File: config.mk
export PLATFORM = sky130hd
export DESIGN_NAME = hazard_scoreboard
export DESIGN_NICKNAME = d
export VERILOG_FILES = /design/src/rtl/hazard_scoreboard.sv
export SDC_FILE = /design/constraint.sdc
export NUM_CORES = 1
export LEC_CHECK = 0
export BUFFER_PORTS_ARGS = -buffer_cell sky130_fd_sc_hd__buf_2
export CORE_UTILIZATION = 30
export DETAILED_ROUTE_END_ITERATION = 10
export SLEW_MARGIN = 20
export SYNTH_ARGS = -nofsm -noshare
export SYNTH_HDL_FRONTEND = slang
export SYNTH_SLANG_ARGS = --single-unit
File: constraint.sdc
create_clock -name clock -period 8 [get_ports clock]
set_input_delay 1.2 -clock clock [delete_from_list [all_inputs] [get_ports clock]]
set_output_delay 1.2 -clock clock [all_outputs]
set_load 0.05 [all_outputs]
File: src/rtl/hazard_scoreboard.sv
// Hazard scoreboard: tracks pending lw and mul/div destination registers with
// per-register down-counters and generates the FD stall, its reason, and a
// saturating count of stalled cycles.
module hazard_scoreboard #(
  parameter int NREGS    = 32,
  parameter int LOAD_LAT = 1,
  parameter int MD_LAT   = 32,
  parameter int CNT_W    = 16
) (
  input  logic             clock,
  input  logic             reset_n,
  input  logic [31:0]      fd_insn,
  input  logic             fd_valid,
  input  logic             flush,
  input  logic             md_done,
  output logic             stall,
  output logic [1:0]       stall_reason,
  output logic [NREGS-1:0] busy_vec,
  output logic [CNT_W-1:0] stall_count
);

  localparam int MAX_LAT = (LOAD_LAT > MD_LAT) ? LOAD_LAT : MD_LAT;
  localparam int CW      = ($clog2(MAX_LAT + 1) < 1) ? 1 : $clog2(MAX_LAT + 1);

  localparam logic [4:0] OP_RTYPE = 5'b00000;
  localparam logic [4:0] OP_BNE   = 5'b00010;
  localparam logic [4:0] OP_JR    = 5'b00100;
  localparam logic [4:0] OP_ADDI  = 5'b00101;
  localparam logic [4:0] OP_BLT   = 5'b00110;
  localparam logic [4:0] OP_SW    = 5'b00111;
  localparam logic [4:0] OP_LW    = 5'b01000;
  localparam logic [4:0] ALU_MUL  = 5'b00110;
  localparam logic [4:0] ALU_DIV  = 5'b00111;

  typedef enum logic [1:0] {
    R_NONE      = 2'b00,
    R_LOAD_USE  = 2'b01,
    R_MD_RAW    = 2'b10,
    R_MD_STRUCT = 2'b11
  } reason_e;

  logic [4:0] opcode, rd, rs1, rs2, alu_op;
  logic [4:0] src_a, src_b;
  logic       use_a, use_b, writes_rd;
  logic       is_lw, is_md;

  logic [CW-1:0] cnt [NREGS];
  logic [4:0]    md_rd;
  logic          md_valid;
  logic          md_busy;

  logic    haz_a, haz_b, md_a, md_b;
  logic    load_use, md_raw, md_struct;
  reason_e reason;
  logic    issue, load_en, md_kill;
  logic [CW-1:0] load_val;

  assign opcode = fd_insn[31:27];
  assign rd     = fd_insn[26:22];
  assign rs1    = fd_insn[21:17];
  assign rs2    = fd_insn[16:12];
  assign alu_op = fd_insn[6:2];

  assign is_lw = (opcode == OP_LW);
  assign is_md = (opcode == OP_RTYPE) && ((alu_op == ALU_MUL) || (alu_op == ALU_DIV));

  // Decode which register fields the FD instruction reads and whether it writes rd.
  always_comb begin
    // NOTE: every output of this block gets a default first, so no path can leave a latch.
    use_a     = 1'b0;
    use_b     = 1'b0;
    src_a     = rs1;
    src_b     = rs2;
    writes_rd = 1'b0;
    case (opcode)
      OP_RTYPE: begin
        use_a     = 1'b1;
        use_b     = 1'b1;
        writes_rd = 1'b1;
      end
      OP_ADDI, OP_LW: begin
        use_a     = 1'b1;
        writes_rd = 1'b1;
      end
      OP_SW, OP_BNE, OP_BLT: begin
        use_a = 1'b1;
        use_b = 1'b1;
        src_b = rd;
      end
      OP_JR: begin
        use_a = 1'b1;
        src_a = rd;
      end
      default: ;
    endcase
  end

  // Busy bits mirror non-zero counters; register 0 is never busy.
  always_comb begin
    busy_vec = '0;
    for (int i = 1; i < NREGS; i++) busy_vec[i] = (cnt[i] != '0);
  end

  assign md_busy = md_valid && busy_vec[md_rd];

  // Classify the hazard; load-use outranks mul/div RAW, which outranks structural/WAW.
  always_comb begin
    haz_a     = use_a && (src_a != 5'd0) && busy_vec[src_a];
    haz_b     = use_b && (src_b != 5'd0) && busy_vec[src_b];
    md_a      = haz_a && md_busy && (src_a == md_rd);
    md_b      = haz_b && md_busy && (src_b == md_rd);
    load_use  = (haz_a && !md_a) || (haz_b && !md_b);
    md_raw    = md_a || md_b;
    md_struct = (is_md && md_busy) || (writes_rd && (rd != 5'd0) && busy_vec[rd]);
    stall     = fd_valid && !flush && (load_use || md_raw || md_struct);
    reason    = R_NONE;
    if (stall) begin
      if (load_use)    reason = R_LOAD_USE;
      else if (md_raw) reason = R_MD_RAW;
      else             reason = R_MD_STRUCT;
    end
  end

  assign stall_reason = reason;

  assign issue    = fd_valid && !flush && !stall;
  assign load_en  = issue && (is_lw || is_md) && (rd != 5'd0);
  assign load_val = is_lw ? CW'(LOAD_LAT) : CW'(MD_LAT);
  assign md_kill  = md_done && md_busy;

  // Per-register countdown: a new load wins over md_done, otherwise count toward zero.
  always_ff @(posedge clock or negedge reset_n) begin
    // NOTE: the counter array is reset like any other flops because busy_vec and
    // stall are decoded straight from it; it must never hold stale pending state.
    if (!reset_n) begin
      for (int i = 0; i < NREGS; i++) cnt[i] <= '0;
    end else begin
      // NOTE: non-blocking assignments keep every counter update based on pre-edge values.
      for (int i = 1; i < NREGS; i++) begin
        if (load_en && (rd == 5'(i)))           cnt[i] <= load_val;
        else if (md_kill && (md_rd == 5'(i)))   cnt[i] <= '0;
        else if (cnt[i] != '0)                  cnt[i] <= cnt[i] - 1'b1;
      end
    end
  end

  // Remember the destination of the single outstanding mul/div.
  always_ff @(posedge clock or negedge reset_n) begin
    if (!reset_n) begin
      md_rd    <= '0;
      md_valid <= 1'b0;
    end else if (load_en && is_md) begin
      md_rd    <= rd;
      md_valid <= 1'b1;
    end else if (md_kill || !busy_vec[md_rd]) begin
      md_valid <= 1'b0;
    end
  end

  // Saturating count of cycles spent stalled.
  always_ff @(posedge clock or negedge reset_n) begin
    if (!reset_n)                           stall_count <= '0;
    else if (stall && (stall_count != '1))  stall_count <= stall_count + 1'b1;
  end

endmodule

==> impl_metrics.toml <==
[status]
outcome = "finished clean"

[setup_path]
cp-end-kind = "primary output"
start_kind = "input pin"
cpMaxStageDelayCell = "o21ai_1"
rrSetupSlack_ns = 3.14
cp_num_buf_inv = 3
crit_type = "input pin to primary output"
worstReg2RegEnd = "md_rd[2]"
max_stage_delay_ns = 0.92
critPathTopFamily = "compound AO/OA/AOI/OAI gates"
path_max_fanout = 14
r2r-start = "cnt[78]"
cp_cell_sequence = "buf_2, or3b_1, o21ai_1, o311ai_0, o221ai_1, o21ai_0, nor4_2, a21oi_2, a21oi_1, buf_4, o2111a_1, buf_2"
crit_path_frequent_cell = "buf_2"
cp.required_ns = 6.80
cp_num_cells = 12
r2r_cells = 13
worstPathArrival_ns = 5.01

[sta]
timing.fmax_mhz = 161
hold_viol = 0
tightestPinTransition_ns = 1.15
slew_violations = 0
finalSetupTns_ns = 0
rsz0062_at_grt = "no"
max_slew_margin_pct = 22.8
fin_crit_sh_pct = 77.7
clock_skew_ns = 0.0185
fin_crit_ns = 6.21
finalSetupViolCount = 0
fin_ws_ns = 1.79

[clock_tree]
cts_buffers = 26
htree_levels = 1
cts.clk_slew.worst_paths_ns = 0.05
cts-resized-gates = 0
root_buffer = "clkbuf_16"
cts_tree = "built"
ctsHoldBuffers = 0
cts_setup_buffers = 0
clockBufferDepth = 3
clkLatencyLatePin_ns = 0.55
cts_sinks = 208

[global_route]
top_usage_layer = "met2"
grt-ovfl-total = 0
antenna_found_initial = 4
use_met3_pct = 2.90
use_met2_pct = 31.3
grtUsageTotal_pct = 19.7
grt_pass1_wl_um = 72000
grt_max_degree = 77
grt_pass1_vias = 12300
use_met1_pct = 26.7

[placed_design]
hpwl_um = 32600
pre_cts_slack_ns = 1.86
place.gp.congestion = 0.971
io_buffers = 78
dpl_cell_area_um2 = 14700
placedCellCount = 2211

[final_layout]
drive_gt1_share_pct = 14.3
multi_input_area_um2 = 7840
final_cell_mix = "dfrtp_1, nor2_1, a21oi_1, nand2_1, inv_1"
regArea_um2 = 5200
finalInstanceArea_um2 = 15600
stdcell_count = 2261
area_delta_synth_final_pct = 13.8
final_net_count = 1716
mostFrequentLayoutCell = "dfrtp_1"
nFillCells = 4558
postLayoutCoreUtil_pct = 35.0

[route]
detail_route.first_pass.iterations = 7
ant_nets = 0
avgViaCountPerCell = 5.58
routed_wl_um = 46100
drt_iter0_drc = 1132
via_count = 12600
drcViolationCount = 0
routedWlPerCell_um = 20.4

[pwr]
vdd_ir_drop_max_uv = 160
pwr-share-seq_pct = 36.9
swShare_pct = 39.6
p_switching_w = 0.00215
p_per_area_nw_per_um2 = 348
clock_power_share_pct = 22.8
static-leakage-power_nw = 6.26
pwr-share-comb_pct = 40.3
p_int_w = 0.00328

[floorplanning]
die_width_um = 216
start_util_pct = 30.7
pin_count = 88
rows = 77
die_area_um2 = 46600
die_y_um = 216
coreArea_um2 = 44600

[yosys]
synth_edf_count = 0
ys_ff_latch = 208
syn_nets = 1655
ys_seq_area_share_pct = 38.0
synth_ff_type = "dfrtp_1"
syn_avg_cell_area_um2 = 8.65
async_flop_share_pct = 100
ys_warn_count = 0
synth_cell_types = 89
syn_area_um2 = 13700
synthCells = 1586

[min_path]
hold_path_depth = 1
hp-class = "register to register"
min_from = "stall_count[9]"
holdPathEnd = "stall_count[9]"

[flow_run]
cap_violations = 0
[layout make-up]
class	count	share of cell area [%]
sequential	208	33.3
clock inverter	10	0.865
timing repair buffer	95	3.41
tap	592	4.74
multi-input combinational	1211	50.2
antenna	3	0.0481
clock buffer	37	4.89
inverter	105	2.52
[metrics by stage]
step                      power [W]  hold WS [ns]
final                       0.00544         0.486
after global placement      0.00410         0.478
after global routing        0.00587         0.513
after CTS                   0.00547         0.485
after detailed placement    0.00420         0.478
after floorplan             0.00367         0.471
[synth_stat cells (all sizes together), types with 11 or more instances]
master  number  area, um2
a211oi      11       82.6
xor2        27        236
o21ai       75        413
buf         22        135
nor4        40        263
nand2b      25        156
nand2      107        404
nand3       53        265
a21oi      110        566
nor2b       13       81.3
nor3       110        661
dfrtp      208       5200
inv        102        383
ha          32        400
nor2       186        711
mux2i       31        310
or3         55        344
xnor2       53        464
mux2        30        349
o211ai      15        113
nand3b      11       82.6
or3b        17        149
o32ai       12        105
or4         16        120
nor3b       26        205
clkbuf      40        150
and3        12       75.1
[per-layer routing]
layer	vias up	routed length, um
met5	-	11
met4	2	1620
met3	99	3120
met2	450	20700
met1	6187	20600
li1	5872	-
[power groups by stage]
stage,Sequential (W),Combinational [W],Clock (W)
global placement,0.00199,0.00211,0
finish,0.00201,0.00219,0.00124
CTS,0.00200,0.00220,0.00127
global route,0.00208,0.00249,0.00130
floorplan,0.00195,0.00172,0
detailed placement,0.00201,0.00219,0
[logic make-up after synthesis]
kind of cell	after synthesis	synth area share, %
simple gates	709	27.7
compound gates	321	15.3
flops	208	38.0
buf+inv	167	4.95
xor+xnor	80	5.11
mux	68	5.96
fa+ha+maj	32	2.92
other cells	1	0.0273
[how the worst max path moves through the flow]
stage	start	to	slack [ns]
after detailed placement	fd_insn[31]	stall_reason[1]	1.86
after global routing	fd_insn[23]	stall_reason[1]	1.64
final	fd_insn[31]	stall_reason[1]	1.79
after global placement	fd_insn[31]	stall_reason[1]	1.92
after CTS	fd_insn[31]	stall_reason[1]	1.84
after floorplan	fd_insn[30]	stall_reason[1]	2.53
[worst reg2reg max path, stage by stage, from the launching register on]
cell	delay [ns]
dfrtp_1	0.41
inv_1	0.07
ha_1	0.17
or3b_1	0.40
nor3_2	0.52
inv_1	0.36
mux4_2	0.56
o211ai_1	0.18
nand3_1	0.19
a21oi_4	0.19
nand2_2	0.24
buf_4	0.39
or4_1	0.71
mux2_4	0.35
[registers in the layout (all words and copies together) (netlist names)]
name / flops
md_valid: 1
stall_count: 16
cnt: 186
md_rd: 5
Note: power is estimated with default switching activity, not from simulation.
